$ cat config.mk
export PLATFORM = sky130hd
export DESIGN_NAME = input_arbiter_block
export DESIGN_NICKNAME = d
export VERILOG_FILES = /design/src/rtl/input_arb_pkg.sv /design/src/rtl/input_arbiter_block_arb_pair.sv /design/src/rtl/input_arbiter_block.sv
export SDC_FILE = /design/constraint.sdc
export NUM_CORES = 1
export LEC_CHECK = 0
export CORE_MARGIN = 3
export CORE_UTILIZATION = 35
export CTS_CLUSTER_SIZE = 14
export DETAILED_ROUTE_END_ITERATION = 10
export PLACE_DENSITY = 0.82
export SLEW_MARGIN = 10
export SYNTH_ARGS = -nofsm -noshare
export SYNTH_HDL_FRONTEND = slang
export SYNTH_SLANG_ARGS = --single-unit
$ cat constraint.sdc
create_clock -name clk -period 1.6 [get_ports clk]
set_input_delay 0.32 -clock clk [delete_from_list [all_inputs] [get_ports clk]]
set_output_delay 0.32 -clock clk [all_outputs]
set_load 0.01 [all_outputs]
$ cat src/rtl/input_arb_pkg.sv
// Shared types and constants for the NoC input-side arbiter.
package input_arb_pkg;

  localparam int FLIT_W = 11;
  localparam int TOK_W  = 2;

  typedef logic [FLIT_W-1:0] flit_t;

  typedef enum logic [1:0] {
    RR       = 2'd0,
    PRI_LOW  = 2'd1,
    PRI_HIGH = 2'd2,
    HOLD     = 2'd3
  } mode_e;

  localparam logic [TOK_W-1:0] SEL_DATA1 = 2'b01;
  localparam logic [TOK_W-1:0] SEL_DATA2 = 2'b10;

endpackage

$ cat src/rtl/input_arbiter_block_arb_pair.sv
// Two-input arbiter with mode-selected priority and a round-robin pointer.
// The pointer only advances on a grant while in round-robin mode.
module arb_pair
  import input_arb_pkg::*;
(
  input  logic  clk,
  input  logic  rst,
  input  mode_e mode,
  input  logic  valid_a,
  input  logic  valid_b,
  input  logic  grant,
  output logic  req,
  output logic  win
);

  logic ptr;

  always_comb begin
    req = valid_a | valid_b;
    win = 1'b0;
    case (mode)
      RR:       win = ptr ? (valid_b | ~valid_a) : ~valid_a;
      PRI_LOW:  win = ~valid_a;
      PRI_HIGH: win = valid_b;
      HOLD:     win = 1'b0;
      default:  win = 1'b0;
    endcase
  end

  always_ff @(posedge clk) begin
    if (rst) begin
      ptr <= 1'b0;
    end else if (grant && (mode == RR)) begin
      ptr <= ~win;
    end else begin
      ptr <= ptr;
    end
  end

endmodule

$ cat src/rtl/input_arbiter_block.sv
// Input arbiter: four inputs, two pairs, one flit forwarded per cycle plus a merge token.
// Optional per-input grant counters with INPUT_ARB_GRANT_CNT_EN.
module input_arbiter_block
  import input_arb_pkg::*;
#(
  parameter int WIDTH      = 11,
  parameter int CTRL_WIDTH = 2
) (
  input  logic                  clk,
  input  logic                  rst,
  input  logic [WIDTH-1:0]      in1_data,
  input  logic                  in1_valid,
  output logic                  in1_ready,
  input  logic [WIDTH-1:0]      in2_data,
  input  logic                  in2_valid,
  output logic                  in2_ready,
  input  logic [WIDTH-1:0]      in3_data,
  input  logic                  in3_valid,
  output logic                  in3_ready,
  input  logic [WIDTH-1:0]      in4_data,
  input  logic                  in4_valid,
  output logic                  in4_ready,
  output logic [WIDTH-1:0]      data1_to_merge_data,
  output logic                  data1_to_merge_valid,
  input  logic                  data1_to_merge_ready,
  output logic [WIDTH-1:0]      data2_to_merge_data,
  output logic                  data2_to_merge_valid,
  input  logic                  data2_to_merge_ready,
  input  logic [CTRL_WIDTH-1:0] core_control_data,
  input  logic                  core_control_valid,
  output logic                  core_control_ready,
  output logic [CTRL_WIDTH-1:0] merge_control_out_data,
  output logic                  merge_control_out_valid,
  input  logic                  merge_control_out_ready
`ifdef INPUT_ARB_GRANT_CNT_EN
  ,
  output logic [4*16-1:0]       grant_cnt
`endif
);

  mode_e mode;
  logic  gptr;
  logic  req1, req2, win1, win2;
  logic  free1, free2, freec, elig1, elig2;
  logic  grant_any, gsel;

  assign core_control_ready = 1'b1;

  assign free1 = ~data1_to_merge_valid | data1_to_merge_ready;
  assign free2 = ~data2_to_merge_valid | data2_to_merge_ready;
  assign freec = ~merge_control_out_valid | merge_control_out_ready;
  assign elig1 = ~rst & (mode != HOLD) & free1 & freec & req1;
  assign elig2 = ~rst & (mode != HOLD) & free2 & freec & req2;

  arb_pair u_pair1 (
    .clk(clk), .rst(rst), .mode(mode), .valid_a(in1_valid), .valid_b(in2_valid),
    .grant(grant_any & ~gsel), .req(req1), .win(win1)
  );

  arb_pair u_pair2 (
    .clk(clk), .rst(rst), .mode(mode), .valid_a(in3_valid), .valid_b(in4_valid),
    .grant(grant_any & gsel), .req(req2), .win(win2)
  );

  // gsel: 0 selects group 1, 1 selects group 2; the pointer breaks ties
  always_comb begin
    grant_any = 1'b0;
    gsel      = 1'b0;
    if (elig1 && elig2) begin
      grant_any = 1'b1;
      gsel      = gptr;
    end else if (elig1) begin
      grant_any = 1'b1;
      gsel      = 1'b0;
    end else if (elig2) begin
      grant_any = 1'b1;
      gsel      = 1'b1;
    end else begin
      grant_any = 1'b0;
      gsel      = 1'b0;
    end
  end

  assign in1_ready = grant_any & ~gsel & ~win1;
  assign in2_ready = grant_any & ~gsel &  win1;
  assign in3_ready = grant_any &  gsel & ~win2;
  assign in4_ready = grant_any &  gsel &  win2;

  always_ff @(posedge clk) begin
    if (rst) begin
      mode                    <= RR;
      gptr                    <= 1'b0;
      data1_to_merge_valid    <= 1'b0;
      data1_to_merge_data     <= '0;
      data2_to_merge_valid    <= 1'b0;
      data2_to_merge_data     <= '0;
      merge_control_out_valid <= 1'b0;
      merge_control_out_data  <= '0;
    end else begin
      if (core_control_valid) begin
        mode <= mode_e'(core_control_data);
      end
      if (grant_any && !gsel) begin
        data1_to_merge_valid <= 1'b1;
        data1_to_merge_data  <= win1 ? in2_data : in1_data;
      end else if (data1_to_merge_ready) begin
        data1_to_merge_valid <= 1'b0;
      end
      if (grant_any && gsel) begin
        data2_to_merge_valid <= 1'b1;
        data2_to_merge_data  <= win2 ? in4_data : in3_data;
      end else if (data2_to_merge_ready) begin
        data2_to_merge_valid <= 1'b0;
      end
      if (grant_any) begin
        merge_control_out_valid <= 1'b1;
        merge_control_out_data  <= gsel ? CTRL_WIDTH'(SEL_DATA2) : CTRL_WIDTH'(SEL_DATA1);
        gptr                    <= ~gsel;
      end else if (merge_control_out_ready) begin
        merge_control_out_valid <= 1'b0;
      end
    end
  end

`ifdef INPUT_ARB_GRANT_CNT_EN
  logic [15:0] cnt [4];
  logic [3:0]  fire;

  assign fire = {in4_valid & in4_ready, in3_valid & in3_ready,
                 in2_valid & in2_ready, in1_valid & in1_ready};

  // Saturating per-input accepted-flit counters
  always_ff @(posedge clk) begin
    for (int i = 0; i < 4; i++) begin
      if (rst) begin
        cnt[i] <= 16'd0;
      end else if (fire[i] && (cnt[i] != 16'hFFFF)) begin
        cnt[i] <= cnt[i] + 16'd1;
      end
    end
  end

  assign grant_cnt = {cnt[3], cnt[2], cnt[1], cnt[0]};
`endif

endmodule

# Word-level counts from Yosys, hierarchy flattened
# Cells that the tools add are included.
[word_totals] ff_bits=32 inputBits=56 out_inout_bits=32 word_cells=71
[classes] n_eq_ne=4 mux=18 n_bitwise=29 reduce_logical=10
[op_table] cell="two-way mux 11 bit" n=2
[op_table] cell="AND 1 bit" n=13
[op_table] cell="two-way mux 1 bit" n=13
[op_table] cell="inverter 1 bit" n=9
[op_table] cell="case mux 1 bit (4 select lines)" n=2
[op_table] cell="bitwise OR 1 bit" n=7
[op_table] cell="nonzero test 2 bit" n=3
[op_table] cell="logical AND 1 bit" n=5
[op_table] cell="== test 2 bit, second input constant" n=2
[op_table] cell="== test 2 x 1 -> 1 bit, second input constant" n=1
[op_table] cell="zero test 2 bit" n=1
[op_table] cell="two-way mux 2 bit" n=1
[op_table] cell="!= test 2 bit, second input constant" n=1
[op_table] cell="zero test 1 bit" n=1

# Longest topological paths before layout
[logic_depth] ltp_word=11 ltp_mapped=6 depth_no_buf=4

# Hierarchy
# Synthesis repeated with hierarchy kept, for this count alone.
[hier_totals] cells_unflattened=161 area_unflattened_um2=1645.3
[modules_own_cells] mod="input_arbiter_block" instances=1 cells_each=143 area_each_um2=1492.7 seq_area_each_um2=580.6
[modules_own_cells] mod="arb_pair" instances=2 cells_each=9 area_each_um2=76.3 seq_area_each_um2=20.0

# Least setup slack after synthesis
# No wires, ideal clock.
[synth_path] kind="reg-to-output" from="reg data1_to_merge_valid" to="out in3_ready" t_arrival_ps=1400 t_required_ps=1280 path_slack_ps=-120 stages_incl_launch_ff=6 path_buffers=1 path_cell_list="dfxtp_1 nor2b_1 o311a_1 buf_2 nand2_1 nor2_1"
[synth_via] elab_chain_cells=9 elab_cells_between_ends=12 cone_classes="mux: 4; bitwise: 7; reduce/logical: 1"
[synth_rtl] element="from (decl)" line_no="input_arbiter_block.sv:24" rtl="output logic data1_to_merge_valid,"
[synth_rtl] element="from (signal assigned)" line_no="input_arbiter_block.sv:93" rtl="data1_to_merge_valid <= 1'b0;"
[synth_rtl] element="from (signal assigned)" line_no="input_arbiter_block.sv:104" rtl="data1_to_merge_valid <= 1'b1;"
[synth_rtl] element="from (signal assigned)" line_no="input_arbiter_block.sv:107" rtl="data1_to_merge_valid <= 1'b0;"
[synth_rtl] element="inverter 1 bit *" line_no="input_arbiter_block.sv:49" rtl="assign free1 = ~data1_to_merge_valid | data1_to_merge_ready;"
[synth_rtl] element="bitwise OR 1 bit *" line_no="input_arbiter_block.sv:49"
[synth_rtl] element="AND 1 bit * (3 in a row)" line_no="input_arbiter_block.sv:52" rtl="assign elig1 = ~rst & (mode != HOLD) & free1 & freec & req1;"
[synth_rtl] element="two-way mux 1 bit / logical AND 1 bit (equally long branches)" line_no="input_arbiter_block.sv:72, input_arbiter_block.sv:69"
[synth_rtl] element="two-way mux 1 bit" line_no="input_arbiter_block.sv:69" rtl="if (elig1 && elig2) begin"
[synth_rtl] element="AND 1 bit * (2 in a row)" line_no="input_arbiter_block.sv:86" rtl="assign in3_ready = grant_any & gsel & ~win2;"
[synth_rtl] element="to (decl)" line_no="input_arbiter_block.sv:19" rtl="output logic in3_ready,"
# Every way passes the cells marked *; elsewhere a longest branch is shown, timed or not.

# Final worst setup path
[layout_path] from="in in4_valid" to="out in2_ready"
[layout_via] elab_chain_cells=8 elab_cells_between_ends=11 cone_classes="mux: 5; bitwise: 5; reduce/logical: 1"
[layout_rtl] element="from (decl)" line_no="input_arbiter_block.sv:21" rtl="input logic in4_valid,"
[layout_rtl] element="bitwise OR 1 bit *" line_no="input_arbiter_block_arb_pair.sv:19" rtl="req = valid_a | valid_b;"
[layout_rtl] element="AND 1 bit *" line_no="input_arbiter_block.sv:53" rtl="assign elig2 = ~rst & (mode != HOLD) & free2 & freec & req2;"
[layout_rtl] element="two-way mux 1 bit" line_no="input_arbiter_block.sv:75" rtl="end else if (elig2) begin"
[layout_rtl] element="two-way mux 1 bit" line_no="input_arbiter_block.sv:72" rtl="end else if (elig1) begin"
[layout_rtl] element="two-way mux 1 bit" line_no="input_arbiter_block.sv:69"
[layout_rtl] element="inverter 1 bit" line_no="input_arbiter_block.sv:85" rtl="assign in2_ready = grant_any & ~gsel & win1;"
[layout_rtl] element="AND 1 bit * (2 in a row)" line_no="input_arbiter_block.sv:85"
[layout_rtl] element="to (decl)" line_no="input_arbiter_block.sv:16" rtl="output logic in2_ready,"
# Marks and branches as above.

==> metrics.txt <==
status finished with violations; failing checks setup timing; Leak 0.00119 uW; Initial DRC Count 39; routed vias 1612; Remaining DRCs 0; FP Rows 23; gr ovfl total 0; Mapped Area 1600 um2; Fin. Hold Viols 0; xor-xnor portion of the synthesized cell area 0%; Finish-stage setup viols 4; drt pass-1 iters 6; post-synthesis mux area share 16.3%; Max-Cap Viols 0; Worst Path Max Fanout 3; worst vdd ir 0.000438 V; die area 5420 um2; all-layer global routing usage 18.2%; minimum clock period 1.76 ns; Yosys reg bits 31; IO Count 88; Die Height 73.6 um; Starting Density 38.1%; synthesis warning total 0; Max clock buf depth 2; cell count after synthesis 157; Startpoint Class primary input; setup slack, reg-to-reg 0.06 ns; Reg clk slew, reported paths 0.06 ns; max-slew violations 0; PwrDens 818 nW/um2; Final GP Congestion 0.793; clk_lat worst skew 0.27 ns; Worst R2R Start mode[0]; max frequency 569 MHz; TritonCTS buffer count 5; worst-case reg-to-reg path depth 5; fin nets 326; Distinct cells, synth 29; sequential share of the synthesized area 38.8%; post-synth net total 213; Crit Path Class primary input to primary output; PortBufs 86; Reg2Reg Capture Point data1_to_merge_data[3]; Adder-Cell Fraction of Synth Area 0%; TritonCTS Sinks 31; Fin Setup TNS -0.501 ns; Final Util 69.3%; RSZ-0062 raised after global routing yes; share of cells above drive strength 1 31.4%; largest family of logic cells by synthesized area compound AO/OA/AOI/OAI gates; complex-gate fraction of the synthesized area 29.1%; CTS tree built; Placed Cells 304; Data required, critical path 1.28 ns; Final Total Pwr 2380 uW; worst setup margin -0.158 ns; number of global-route vias before repair 1611; Worst Hold Path EP u_pair1.ptr; hold_buf cts 0; core area 4200 um2; Root Driver clkbuf_8; Final ANT Viol Nets 0; worst path arrival time 1.44 ns; Inserted Diodes 0; area added between synthesis and finish 82.1%; beginning of the worst hold path u_pair1.ptr; DIE WIDTH 73.6 um; Period Utilization, post-route 110%; fin cells 321; simple-gate share of the synthesized area 8.14%; global-route wire length before repair 7600 um; Setup Skew 0.00476 ns; final WL 4900 um; pre-CTS WS -0.948 ns; Vias/cell 5.02; DPL Wire Length 3500 um; H-tree depth 2; type of the worst min-delay path flip-flop to flip-flop; initial antenna violation count 0; hold depth 2; crit end category primary output; syn avg cell area 10.2 um2; largest net degree at the start of global routing 33; Wirelength per Cell 15.3 um
==> placed cells by master (no fill, tap or decap), drive strengths merged, types with 2 or more instances in the layout <==
| cell type | count |
|---|---|
| a211oi | 23 |
| nand2 | 3 |
| mux2i | 26 |
| o32ai | 2 |
| and2 | 4 |
| nor2 | 8 |
| and3 | 2 |
| dfxtp | 31 |
| a311oi | 2 |
| a21oi | 26 |
| clkbuf | 8 |
| nand2b | 3 |
| buf | 41 |
| inv | 3 |
| clkdlybuf4s50 | 71 |
| dlygate4sd2 | 7 |
| nor2b | 3 |
==> layer usage <==
| metal | track usage, % | part of all wire [%] | up-vias |
|---|---|---|---|
| met1 | 21.3 | 38 | 744 |
| li1 | - | - | 803 |
| met4 | 3.02 | 0.33 | 0 |
| met3 | 5.88 | 8.6 | 2 |
| met2 | 32.5 | 53 | 63 |
| met5 | 0 | 0 | - |
==> power by group <==
| group | internal [uW] | total (uW) | leakage (uW) | switching, uW |
|---|---|---|---|---|
| logic | 485 | 830 | 0.000879 | 345 |
| registers | 847 | 891 | 0.000258 | 44.4 |
| clock network | 392 | 661 | 0.0000515 | 269 |
| total | 1720 | 2380 | 0.00119 | 659 |
==> area by class of cell <==
cell class | instances | area (um2)
fill | 326 | 1290
sequential | 31 | 631
timing repair buffer | 120 | 1140
multi-input combinational | 109 | 971
inverter | 3 | 11.3
clock buffer | 8 | 100
tap | 50 | 62.6
==> kinds of logic after synthesis <==
logic type / after synthesis
AO/OA/AOI/OAI: 57
buffers and inverters: 18
flip-flops: 31
multiplexers: 26
other: 1
AND/OR/NAND/NOR: 24
==> worst max path at each step <==
stage	slack, ns	end	startpoint
final	-0.16	in2_ready	in4_valid
after global routing	-0.20	in1_ready	merge_control_out_valid
after global placement	-0.91	in2_ready	in3_valid
after floorplan	-0.002	in1_ready	in3_valid
after CTS	-0.27	in2_ready	data1_to_merge_valid
after detailed placement	-0.95	in2_ready	in3_valid
==> per-stage QoR <==
| step | hold WS [ns] | cell area (um2) |
|---|---|---|
| 3_5_place_dp | 0.478 | 2640 |
| 2_1_floorplan | 0.452 | 1620 |
| 3_3_place_gp | 0.467 | 2640 |
| 6_report | 0.482 | 2910 |
| 4_1_cts | 0.486 | 2850 |
| 5_1_grt | 0.512 | 2910 |
==> registers in the layout, summed over array words and instances, names as in the netlist <==
signal and cells:
data1_to_merge_data 11, mode 2, data2_to_merge_data 11, merge_control_out_data 2
u_pair1.ptr 1, u_pair2.ptr 1, data2_to_merge_valid 1, data1_to_merge_valid 1
merge_control_out_valid 1
==> worst max-delay path, cell delays in order <==
cell and delay [ns]:
buf_2 0.11, or2_4 0.24, a311oi_4 0.32, buf_4 0.18, and3_4 0.18, buf_6 0.09
==> timing repair <==
action | CTS | global route
pin swaps | 8 | 8
setup buffers | 9 | 0
gates resized for setup | 52 | 17
gates cloned | 0 | 1
endpoints found under the setup margin | 29 | 19
==> Yosys cell counts <==
library cell / instances / share of area (%)
dfxtp_1: 31 / 39
a21oi_1: 26 / 8.1
mux2i_1: 26 / 16
a211oi_1: 15 / 7.0
a211oi_2: 8 / 6.3
nor2_1: 7 / 1.6
buf_2: 5 / 1.6
buf_6: 5 / 3.5
inv_1: 3 / 0.70
nand2_1: 3 / 0.70
nand2b_1: 3 / 1.2
nor2b_1: 3 / 1.2
and2_1: 2 / 0.78
and3_1: 2 / 0.78
buf_4: 2 / 0.94
clkbuf_1: 2 / 0.47
o32ai_4: 2 / 3.4
a21boi_0: 1 / 0.47
a311oi_1: 1 / 0.55
a311oi_4: 1 / 1.6
and2_4: 1 / 0.55
buf_1: 1 / 0.23
conb_1: 1 / 0.23
nor2_2: 1 / 0.39
nor4_1: 1 / 0.39
o21ai_0: 1 / 0.31
o21ba_2: 1 / 0.63
o311a_1: 1 / 0.63
or2_4: 1 / 0.55
No activity file was read; power rests on OpenSTA's default activity.
